$ cat src/rtl/reg_wb_arbiter.sv
// Writeback arbiter between a single-cycle unit (A) and a multi-cycle unit (B).
// A normally wins. B is promoted to priority after STARVE_LIMIT stalled cycles.
// The accepted request is registered and drives the register file write port
// one cycle later. An 8-entry pending-write scoreboard is also maintained.
module reg_wb_arbiter #(
  parameter int unsigned STARVE_LIMIT = 3
) (
  input  logic        clk,
  input  logic        rst,
  input  logic        a_valid,
  output logic        a_ready,
  input  logic [39:0] a_wr,
  input  logic        b_valid,
  output logic        b_ready,
  input  logic [39:0] b_wr,
  input  logic        sb_set_en,
  input  logic [2:0]  sb_set_addr0,
  input  logic [2:0]  sb_set_addr1,
  input  logic        flush,
  output logic        reg_write_en,
  output logic [1:0]  write_mode,
  output logic [2:0]  reg_write_addr_0,
  output logic [2:0]  reg_write_addr_1,
  output logic [15:0] data_in_0,
  output logic [15:0] data_in_1,
  output logic [7:0]  busy,
  output logic        b_priority
);

  typedef enum logic [0:0] {StNormal, StBPri} state_e;

  localparam logic [1:0] LimitM1 = 2'(STARVE_LIMIT - 1);

  state_e      state_q, state_d;
  logic [1:0]  cnt_q, cnt_d;
  logic [7:0]  busy_q, busy_d;
  logic        wen_q, wen_d;
  logic [1:0]  mode_q, mode_d;
  logic [2:0]  addr0_q, addr0_d;
  logic [2:0]  addr1_q, addr1_d;
  logic [15:0] data0_q, data0_d;
  logic [15:0] data1_q, data1_d;

  logic        a_acc, b_acc, any_acc;
  logic [39:0] acc_wr;

  // Ready generation: the priority side is ready whenever not flushing/reset;
  // the other side only when the priority side is idle.
  always_comb begin
    a_ready = 1'b0;
    b_ready = 1'b0;
    if (!rst && !flush) begin
      if (state_q == StNormal) begin
        a_ready = 1'b1;
        b_ready = !a_valid;
      end else begin
        b_ready = 1'b1;
        a_ready = !b_valid;
      end
    end
  end

  assign a_acc   = a_valid && a_ready;
  assign b_acc   = b_valid && b_ready;
  assign any_acc = a_acc || b_acc;
  assign acc_wr  = a_acc ? a_wr : b_wr;

  // Next commit: copy the accepted payload, otherwise drive an idle (all-zero) write.
  always_comb begin
    wen_d   = 1'b0;
    mode_d  = 2'b00;
    addr0_d = 3'd0;
    addr1_d = 3'd0;
    data0_d = 16'd0;
    data1_d = 16'd0;
    if (any_acc) begin
      wen_d   = (acc_wr[39:38] != 2'b00);
      mode_d  = acc_wr[39:38];
      addr0_d = acc_wr[37:35];
      addr1_d = acc_wr[34:32];
      data0_d = acc_wr[31:16];
      data1_d = acc_wr[15:0];
    end
  end

  // Scoreboard: clear destinations of the accepted write, then apply sets so set wins.
  always_comb begin
    busy_d = busy_q;
    if (flush) begin
      busy_d = 8'd0;
    end else begin
      if (any_acc && acc_wr[39:38] != 2'b00) begin
        busy_d[acc_wr[37:35]] = 1'b0;
        if (acc_wr[39:38] == 2'b11 && acc_wr[34:32] != 3'd0) begin
          busy_d[acc_wr[34:32]] = 1'b0;
        end
      end
      if (sb_set_en) begin
        busy_d[sb_set_addr0] = 1'b1;
        if (sb_set_addr1 != 3'd0) begin
          busy_d[sb_set_addr1] = 1'b1;
        end
      end
    end
  end

  // Starvation counter and priority state.
  always_comb begin
    state_d = state_q;
    cnt_d   = 2'd0;
    if (flush) begin
      state_d = StNormal;
    end else if (state_q == StNormal) begin
      if (b_valid && !b_ready) begin
        if (cnt_q == LimitM1) begin
          state_d = StBPri;
        end else begin
          cnt_d = cnt_q + 2'd1;
        end
      end
    end else if (b_acc) begin
      state_d = StNormal;
    end
  end

  // State registers with asynchronous reset.
  always_ff @(posedge clk or posedge rst) begin
    if (rst) begin
      state_q <= StNormal;
      cnt_q   <= 2'd0;
      busy_q  <= 8'd0;
      wen_q   <= 1'b0;
      mode_q  <= 2'b00;
      addr0_q <= 3'd0;
      addr1_q <= 3'd0;
      data0_q <= 16'd0;
      data1_q <= 16'd0;
    end else begin
      state_q <= state_d;
      cnt_q   <= cnt_d;
      busy_q  <= busy_d;
      wen_q   <= wen_d;
      mode_q  <= mode_d;
      addr0_q <= addr0_d;
      addr1_q <= addr1_d;
      data0_q <= data0_d;
      data1_q <= data1_d;
    end
  end

  assign reg_write_en     = wen_q;
  assign write_mode       = mode_q;
  assign reg_write_addr_0 = addr0_q;
  assign reg_write_addr_1 = addr1_q;
  assign data_in_0        = data0_q;
  assign data_in_1        = data1_q;
  assign busy             = busy_q;
  assign b_priority       = (state_q == StBPri);

endmodule

$ cat config.mk
export PLATFORM = sky130hd
export DESIGN_NAME = reg_wb_arbiter
export DESIGN_NICKNAME = d
export VERILOG_FILES = /design/src/rtl/reg_wb_arbiter.sv
export SDC_FILE = /design/constraint.sdc
export NUM_CORES = 1
export LEC_CHECK = 0
export ABC_AREA = 1
export CORE_MARGIN = 3
export CORE_UTILIZATION = 35
export DETAILED_ROUTE_END_ITERATION = 7
export PLACE_DENSITY = 0.77
export RECOVER_POWER = 25
export REMOVE_ABC_BUFFERS = 1
export SYNTH_ARGS = -nofsm -noshare
export SYNTH_HDL_FRONTEND = slang
export SYNTH_SLANG_ARGS = --single-unit
$ cat constraint.sdc
create_clock -name clk -period 1.9 [get_ports clk]
set_input_delay 0.57 -clock clk [delete_from_list [all_inputs] [get_ports clk]]
set_output_delay 0.57 -clock clk [all_outputs]
set_load 0.05 [all_outputs]
# Word-level counts from Yosys, hierarchy flattened

Index checks and enable logic that the tools add are counted.
W data, S select, Z words.

Register bits: 52
Input port bits: 92
Output and inout bits: 52
Logic and storage cells: 79

Add/sub/neg operators: 1
Order comparisons: 8
Equal/unequal tests: 2
Multiplexer cells: 34
Bitwise operators: 6
Reductions and logical operators: 19

Operators with widths:

| cell                  | number |
|---|---|
| $mux W8               | 6 |
| $mux W40              | 1 |
| $mux W16              | 2 |
| $and A8 B8 Y8         | 2 |
| $lt A3 B4 Y1 const B  | 4 |
| $not A8 Y8            | 2 |
| $or A8 B8 Y8          | 2 |
| $mux W1               | 14 |
| $demux W1 S3          | 4 |
| $ge A3 B1 Y1 const B  | 4 |
| $logic_and A1 B1 Y1   | 10 |
| $mux W2               | 5 |
| $mux W3               | 2 |
| $reduce_bool A3 Y1    | 2 |
| $logic_not A1 Y1      | 5 |
| $eq A2 B2 Y1 const B  | 2 |
| $add A2 B1 Y2 const B | 1 |
| $reduce_bool A2 Y1    | 1 |
| $logic_or A1 B1 Y1    | 1 |

# Longest topological paths before layout

Gate-level depths: netlist (run 1).

Depth after elaboration: 20
Mapped depth: 12
Gate-level depth less buffers: 11

# Worst setup path after synthesis (run 1)

No wires, ideal clock.

Kind: in2out
From: in rst
To: out a_ready
Arrival: 1615 ps
Data required time: 1330 ps
Slack: -285 ps
Cell stages on the path: 5
Buffers on the path: 2
Path through: nor2_4 > buf_6 > nand2_1 > inv_1 > buf_1

Word-level cells in the longest chain between the ends: 3

RTL lines:

| item                       | line | source |
|---|---|---|
| start: declaration         | 9    | `input logic rst,` |
| $logic_not A1 Y1 (no line) | n/a  |  |
| $logic_and A1 B1 Y1        | 52   | `if (!rst && !flush) begin` |
| $mux W1                    | 52   |  |
| end: declaration           | 11   | `output logic a_ready,` |

No other way between the ends.

# Worst setup path after layout (run 1)

From: reg state_q (netlist: b_priority)
To: out a_ready

Word-level cells in the longest chain between the ends: 2

RTL lines:

| item                     | line | source |
|---|---|---|
| start: declaration       | 34   | `state_e state_q, state_d;` |
| start signal: assignment | 129  | `state_q <= StNormal;` |
| start signal: assignment | 139  | `state_q <= state_d;` |
| $mux W1                  | 53   | `if (state_q == StNormal) begin` |
| $mux W1                  | 52   |  |

No other way between the ends.

==> flow_summary_export.csv, run 1 <==
group,metric,value,unit
status,status,"completed",
global_routing,grt_max_degree,53,
floorplan,design.die.area,8560,µm²
placement,hpwl,6.224,mm
final_layout,insertedDiodeCount,0,
logic_synthesis,async_flop_share,100.0,%
power_and_ir_drop,power_frac_comb,30.1,%
routing,drc,0,
sta,setup_viol,0,
logic_synthesis,synth_commonest_cells,"nand2_1 (84), dfrtp_1 (52), nand3_1 (47)",
power_and_ir_drop,switching_share,31.68,%
cts,clkSlewWorstSetupHoldPaths,0.09,ns
global_routing,grt_pass1_wl,13.67,mm
power_and_ir_drop,vdd_drop_max,0.3540,mV
power_and_ir_drop,p_sw,0.0008318,W
worst_hold_path,min_path_cells,1,
worst_setup_path,crit_required,1.33,ns
cts,cts_hold_buf,0,
sta,drv_slew,0,
logic_synthesis,netlist_instances,334,
power_and_ir_drop,clkPwrFrac,25.3,%
sta,post-route-min-period,1.844,ns
flow_run,cap_violations,0,
floorplan,row_count,30,
power_and_ir_drop,p_int,0.001794,W
final_layout,area_delta_synth_final,66.48,%
sta,fin_crit_sh,97.04,%
final_layout,fin_nets,592,
routing,drt_iter0_markers,172,
sta,clock.fmax,0.5423,GHz
worst_setup_path,start_kind,"flip-flop",
floorplan,initial_core_util,37.33,%
logic_synthesis,synth-main-ff-cell,"dfrtp_1",
global_routing,grt_pass1_vias,2890,
worst_setup_path,critPathMaxFanout,3,
sta,skew,0.005736,ns
worst_hold_path,hold_path.class,"reg2reg",
routing,drtAntennaViolNets,0,
sta,setup_ws,0.05616,ns
sta,relSlewSlack,15.63,%
cts,cts.path.max_buffers,2,
sta,tightest_slew,1.266,ns
routing,vias_per_cell,4.940,
worst_hold_path,hp-start,"cnt_q[0]",
routing,wl_per_cell,14.50,µm
logic_synthesis,ys_seq_area_share,49.67,%
routing,vias,2949,
logic_synthesis,synth_top_area_share,49.67,%
cts,cts-root-buf,"clkbuf_8",
logic_synthesis,yosysWarnings,0,
final_layout,fin_area,4362,µm²
worst_setup_path,setup.worst_path.end_class,"primary output",
worst_setup_path,worstSetupPathType,"reg2out",
cts,insertion_delay,0.30,ns
sta,setup_tns,0,ns
logic_synthesis,syn_area,2620,µm²
floorplan,die_x,92.52,µm
logic_synthesis,synth_seq_cells,52,
worst_setup_path,timing.rr.end,"data_in_1[4]",
final_layout,fill_cells,626,
logic_synthesis,ys_top_cells_by_area,"dfrtp_1 (50%), nand2_1 (12%), nand3_1 (9.0%)",
cts,cts_buffers,5,
floorplan,io_pins,144,
worst_setup_path,r2r_slack,0.12,ns
placement,portBuffers,143,
cts,htree_num_levels,2,
sta,timing.final.hold_violations,0,
placement,gp_congestion,0.8051,
worst_hold_path,whs_endpoint,"cnt_q[0]",
logic_synthesis,synth_edf_count,0,
placement,pre_cts_ws,-0.4519,ns
worst_setup_path,arrival,1.27,ns
logic_synthesis,synth_area_per_cell,7.844,µm²
routing,drt_wl_total,8.654,mm
placement,place_area,4207,µm²
power_and_ir_drop,seq_power_share,44.6,%
logic_synthesis,yosysUniqueCellTypes,26,
sta,holdWs,0.4325,ns
global_routing,antenna_found_initial,0,
routing,drtPass1Iterations,4,
floorplan,die_y,92.52,µm
cts,tritoncts,"yes",
worst_setup_path,rr_worst_depth,8,
logic_synthesis,synth.largest_area_cell,"dfrtp_1",
floorplan,core,7019,µm²
logic_synthesis,yosys.cell_count.top_type,"nand2_1",
cts,clock-sinks,52,
worst_setup_path,reg2reg_from,"b_priority",
global_routing,track_usage,19.67,%
power_and_ir_drop,pwr_density_cell,602.0,nW/µm²
power_and_ir_drop,p_leak,2.177,nW
global_routing,grt.overflow.total,0,
final_layout,drive_gt1_share,23.15,%
==> area by class of cell <==
class	count	area (µm²)	share of cell area (%)
flip-flops and latches	52	1301	29.83
inverters	28	105.1	2.410
well taps	96	120.1	2.754
repair buffers	177	1605	36.80
clock buffers	6	82.58	1.893
clock inverters	2	13.76	0.3155
multi-input cells	236	1134	25.99
==> worst max path at each step <==
stage                    to  startpoint
6_report            a_ready  b_priority
5_1_grt             a_ready  b_priority
4_1_cts             b_ready       flush
3_5_place_dp        busy[7]     a_valid
3_3_place_gp   data_in_1[6]     a_valid
2_1_floorplan       busy[2]         rst
==> metal layers <==
layer	vias up	GRT usage, %	share of wire, %
met1	1395	24.52	41
met2	113	34.74	51
met3	9	3.737	6.9
met4	0	5.198	1.4
li1	1432	-	-
met5	-	0	0
==> stage by stage <==
stage,cells,utilization [%],total power (W)
floorplan,314,-,0.001559
global placement,581,59.93,0.001968
detailed placement,581,59.93,0.001979
CTS,593,61.84,0.002644
global route,597,62.14,0.002764
finish,597,62.14,0.002626
==> state kept, by name, indices dropped and copies added, names as in the netlist <==
| register | count |
|---|---|
| data_in_0 | 16 |
| data_in_1 | 16 |
| reg_write_addr_1 | 3 |
| write_mode | 2 |
| reg_write_addr_0 | 3 |
| cnt_q | 2 |
| busy | 8 |
| b_priority | 1 |
| reg_write_en | 1 |
==> critical path, stage by stage (launching register included) <==
cell,delay (ns)
dfrtp_1,0.46
nand2_4,0.14
buf_6,0.11
nand2_1,0.05
inv_2,0.08
buf_12,0.14
==> what timing repair did <==
action / CTS / global route
endpoints found under the setup margin: 50 / 12
pin swaps: 1 / 2
setup buffers: 4 / 2
gates cloned: 0 / 2
resized for setup: 11 / 8
==> cell usage in the layout (no fill, tap or decap) <==
cell type / netlist / layout
nor2_1: 24 / 24
inv_6: 0 / 1
a21oi_2: 1 / 1
dfrtp_1: 52 / 52
nand2_4: 1 / 1
clkbuf_1: 8 / 1
buf_4: 1 / 77
buf_12: 0 / 5
nor4_1: 1 / 1
clkbuf_2: 0 / 3
clkbuf_4: 0 / 2
inv_1: 23 / 22
nand4_1: 9 / 9
a31oi_1: 2 / 2
o21ai_0: 5 / 5
o22ai_1: 1 / 1
nor3_1: 8 / 8
inv_2: 5 / 6
nand3_4: 1 / 2
nor2_2: 1 / 1
nand2_2: 2 / 2
a221oi_1: 1 / 1
nor2_4: 2 / 2
nand3_2: 0 / 1
nand2_1: 84 / 84
clkinv_2: 0 / 1
o21ai_2: 3 / 3
a21oi_1: 41 / 41
nand3_1: 47 / 47
clkbuf_8: 0 / 6
buf_6: 3 / 2
clkdlybuf4s50_1: 0 / 87
==> power groups by stage <==
stage	clock network, W	registers, W	logic (W)
final	0.000664	0.00117	0.000789
after global routing	0.000733	0.00118	0.000854
after CTS	0.000680	0.00117	0.000791
after detailed placement	0	0.00119	0.000785
after global placement	0	0.00119	0.000774
after floorplan	0	0.00136	0.000197
==> cells by family (layout without fill, tap and decap cells) <==
logic type / Yosys count / after routing / share of synthesized area (%)
flops: 52 / 52 / 49.67
buf+inv: 48 / 213 / 8.118
simple gates: 180 / 182 / 31.04
compound gates: 54 / 54 / 11.18
Note: power is estimated with default switching activity, not from simulation.
==> inputs of run 2 (changes only) <==
--- a/config.mk
+++ b/config.mk
@@ -7,9 +7,10 @@
 export LEC_CHECK = 0
 export ABC_AREA = 1
 export CORE_MARGIN = 3
-export CORE_UTILIZATION = 35
+export CORE_UTILIZATION = 36
+export CTS_BUF_LIST = sky130_fd_sc_hd__clkbuf_8
 export DETAILED_ROUTE_END_ITERATION = 7
-export PLACE_DENSITY = 0.77
+export PLACE_DENSITY = 0.78
 export RECOVER_POWER = 25
 export REMOVE_ABC_BUFFERS = 1
 export SYNTH_ARGS = -nofsm -noshare
==> run 2 against run 1 <==
Wire length shrank 0.82%. Clock skew is essentially flat. Sequential share of layout area increased by 0.31 points. Largest cell class unchanged. Largest power group unchanged.
==> flow_summary_export.csv, run 2 (same netlist as run 1, synthesis figures left out) <==
group,metric,value,unit
sta,skew,0.005642,ns
sta,tightest_slew,0.9011,ns
sta,setup_tns,0,ns
worst_setup_path,critical-path-slowest-cell,"dlygate4sd2_1",
global_routing,antenna_found_initial,0,
sta,setup_viol,0,
power_and_ir_drop,p_leak,2.142,nW
final_layout,fin_nets,589,
power_and_ir_drop,switching_share,32.66,%
worst_setup_path,worstSetupPathType,"in2out",
placement,hpwl,6.471,mm
power_and_ir_drop,p_sw,0.0008529,W
routing,drtPass1Iterations,5,
sta,drv_slew,0,
worst_setup_path,worstPathCellList,"dlygate4sd2_1 -> nand2_4 -> buf_6 -> nand2_1 -> inv_2 -> buf_12",
global_routing,grt_pass1_vias,2858,
routing,drc,0,
power_and_ir_drop,p_int,0.001758,W
floorplan,design.die.area,8338,µm²
power_and_ir_drop,power_frac_comb,30.0,%
final_layout,fin_area,4320,µm²
final_layout,mostFrequentLayoutCells,"clkdlybuf4s50_1 (87), nand2_1 (83), buf_4 (75)",
worst_setup_path,critPathMaxFanout,2,
sta,rsz0062_at_grt,"false",
placement,place_area,4172,µm²
floorplan,io_pins,144,
cts,cts_buffers,5,
placement,portBuffers,143,
floorplan,initial_core_util,37.93,%
global_routing,grt_pass1_wl,13.57,mm
cts,clock-sinks,52,
worst_setup_path,start_kind,"input pin",
routing,drtAntennaViolNets,0,
worst_hold_path,hold_path.class,"reg2reg",
final_layout,multiInputGateArea,1144,µm²
final_layout,fill_cells,613,
worst_setup_path,arrival,1.26,ns
worst_setup_path,crit_required,1.33,ns
cts,cts-root-buf,"clkbuf_8",
sta,timing.final.hold_violations,0,
routing,drt_wl_total,8.583,mm
cts,cts.path.max_buffers,2,
floorplan,core,6907,µm²
final_layout,area_delta_synth_final,64.90,%
sta,clock.fmax,0.5464,GHz
cts,clkSlewWorstSetupHoldPaths,0.09,ns
final_layout,final_util,62.55,%
floorplan,die_x,91.31,µm
cts,tritoncts,"yes",
floorplan,row_count,30,
worst_setup_path,max_stage_delay,0.26,ns
routing,vias_per_cell,4.912,
flow_run,cap_violations,0,
final_layout,seq_area,1303,µm²
sta,post-route-min-period,1.830,ns
final_layout,insertedDiodeCount,0,
sta,fin_crit_sh,96.33,%
cts,insertion_delay,0.31,ns
global_routing,grt_max_degree,41,
power_and_ir_drop,pwr_density_cell,604.4,nW/µm²
global_routing,track_usage,20.06,%
power_and_ir_drop,totalPowerFinal,0.002611,W
sta,setup_ws,0.06976,ns
routing,drt_iter0_markers,177,
power_and_ir_drop,clkPwrFrac,25.1,%
routing,wl_per_cell,14.45,µm
routing,vias,2918,
final_layout,drive_gt1_share,23.09,%
cts,htree_num_levels,2,
sta,relSlewSlack,39.92,%
power_and_ir_drop,seq_power_share,44.9,%
status,status,"completed",
worst_setup_path,setup.worst_path.end_class,"primary output",
final_layout,final_common_cell,"clkdlybuf4s50_1",
global_routing,grt.overflow.total,0,
placement,gp_congestion,0.8768,
power_and_ir_drop,vdd_drop_max,0.4105,mV
placement,pre_cts_ws,-0.4909,ns
floorplan,die_y,91.31,µm
==> run 2: worst max-delay path, delay by kind of cell <==
family	cells	cell delay, ns
AND/OR/NAND/NOR	2	0.13
buffers and inverters	4	0.56
==> run 2: final cells by class <==
| class | instances | share of cell area (%) |
|---|---|---|
| timing repair buffer | 174 | 36.00 |
| inverter | 28 | 2.433 |
| tap | 96 | 2.780 |
| clock inverter | 3 | 0.5792 |
| multi-input combinational | 236 | 26.47 |
| sequential | 52 | 30.15 |
| clock buffer | 5 | 1.593 |
==> run 2: worst paths after layout <==
kind                                 endpoint  slack [ns]       start  depth (start not counted)
min in group asynchronous             busy[1]        0.67         rst                          4
worst min register to register       cnt_q[0]        0.45    cnt_q[0]                          1
max in group asynchronous       write_mode[1]        0.63         rst                          4
worst max-delay path                  a_ready        0.07     b_valid                          6
worst min-delay path                 cnt_q[0]        0.45    cnt_q[0]                          1
worst max register to register        busy[3]        0.17  b_priority                         11
==> run 2: power groups by stage <==
stage | Clock, W | Sequential [W] | Combinational [W]
after floorplan | 0 | 0.00136 | 0.000197
after detailed placement | 0 | 0.00119 | 0.000777
after CTS | 0.000677 | 0.00117 | 0.000784
final | 0.000656 | 0.00117 | 0.000783
after global routing | 0.000724 | 0.00118 | 0.000840
after global placement | 0 | 0.00119 | 0.000765
==> run 2: timing repair <==
item | in CTS | in global routing
pin swaps | 1 | 1
hold buffers | 0 | 0
setup endpoints to repair | 50 | 10
gates cloned | 0 | 2
setup buffers | 4 | 2
gates resized for setup | 10 | 10
==> run 2: through the flow <==
step / std cells / hold slack (ns)
floorplan: 314 / 0.4093
global placement: 578 / 0.4211
detailed placement: 578 / 0.4345
CTS: 590 / 0.4451
global route: 594 / 0.4540
finish: 594 / 0.4458
==> run 2: per-layer routing <==
metal | global-route usage [%] | vias up | routed length, µm
li1 | - | 1427 | -
met4 | 5.528 | 0 | 102
met1 | 23.26 | 1358 | 3397
met5 | 0 | - | 0
met2 | 36.79 | 125 | 4455
met3 | 4.640 | 8 | 628
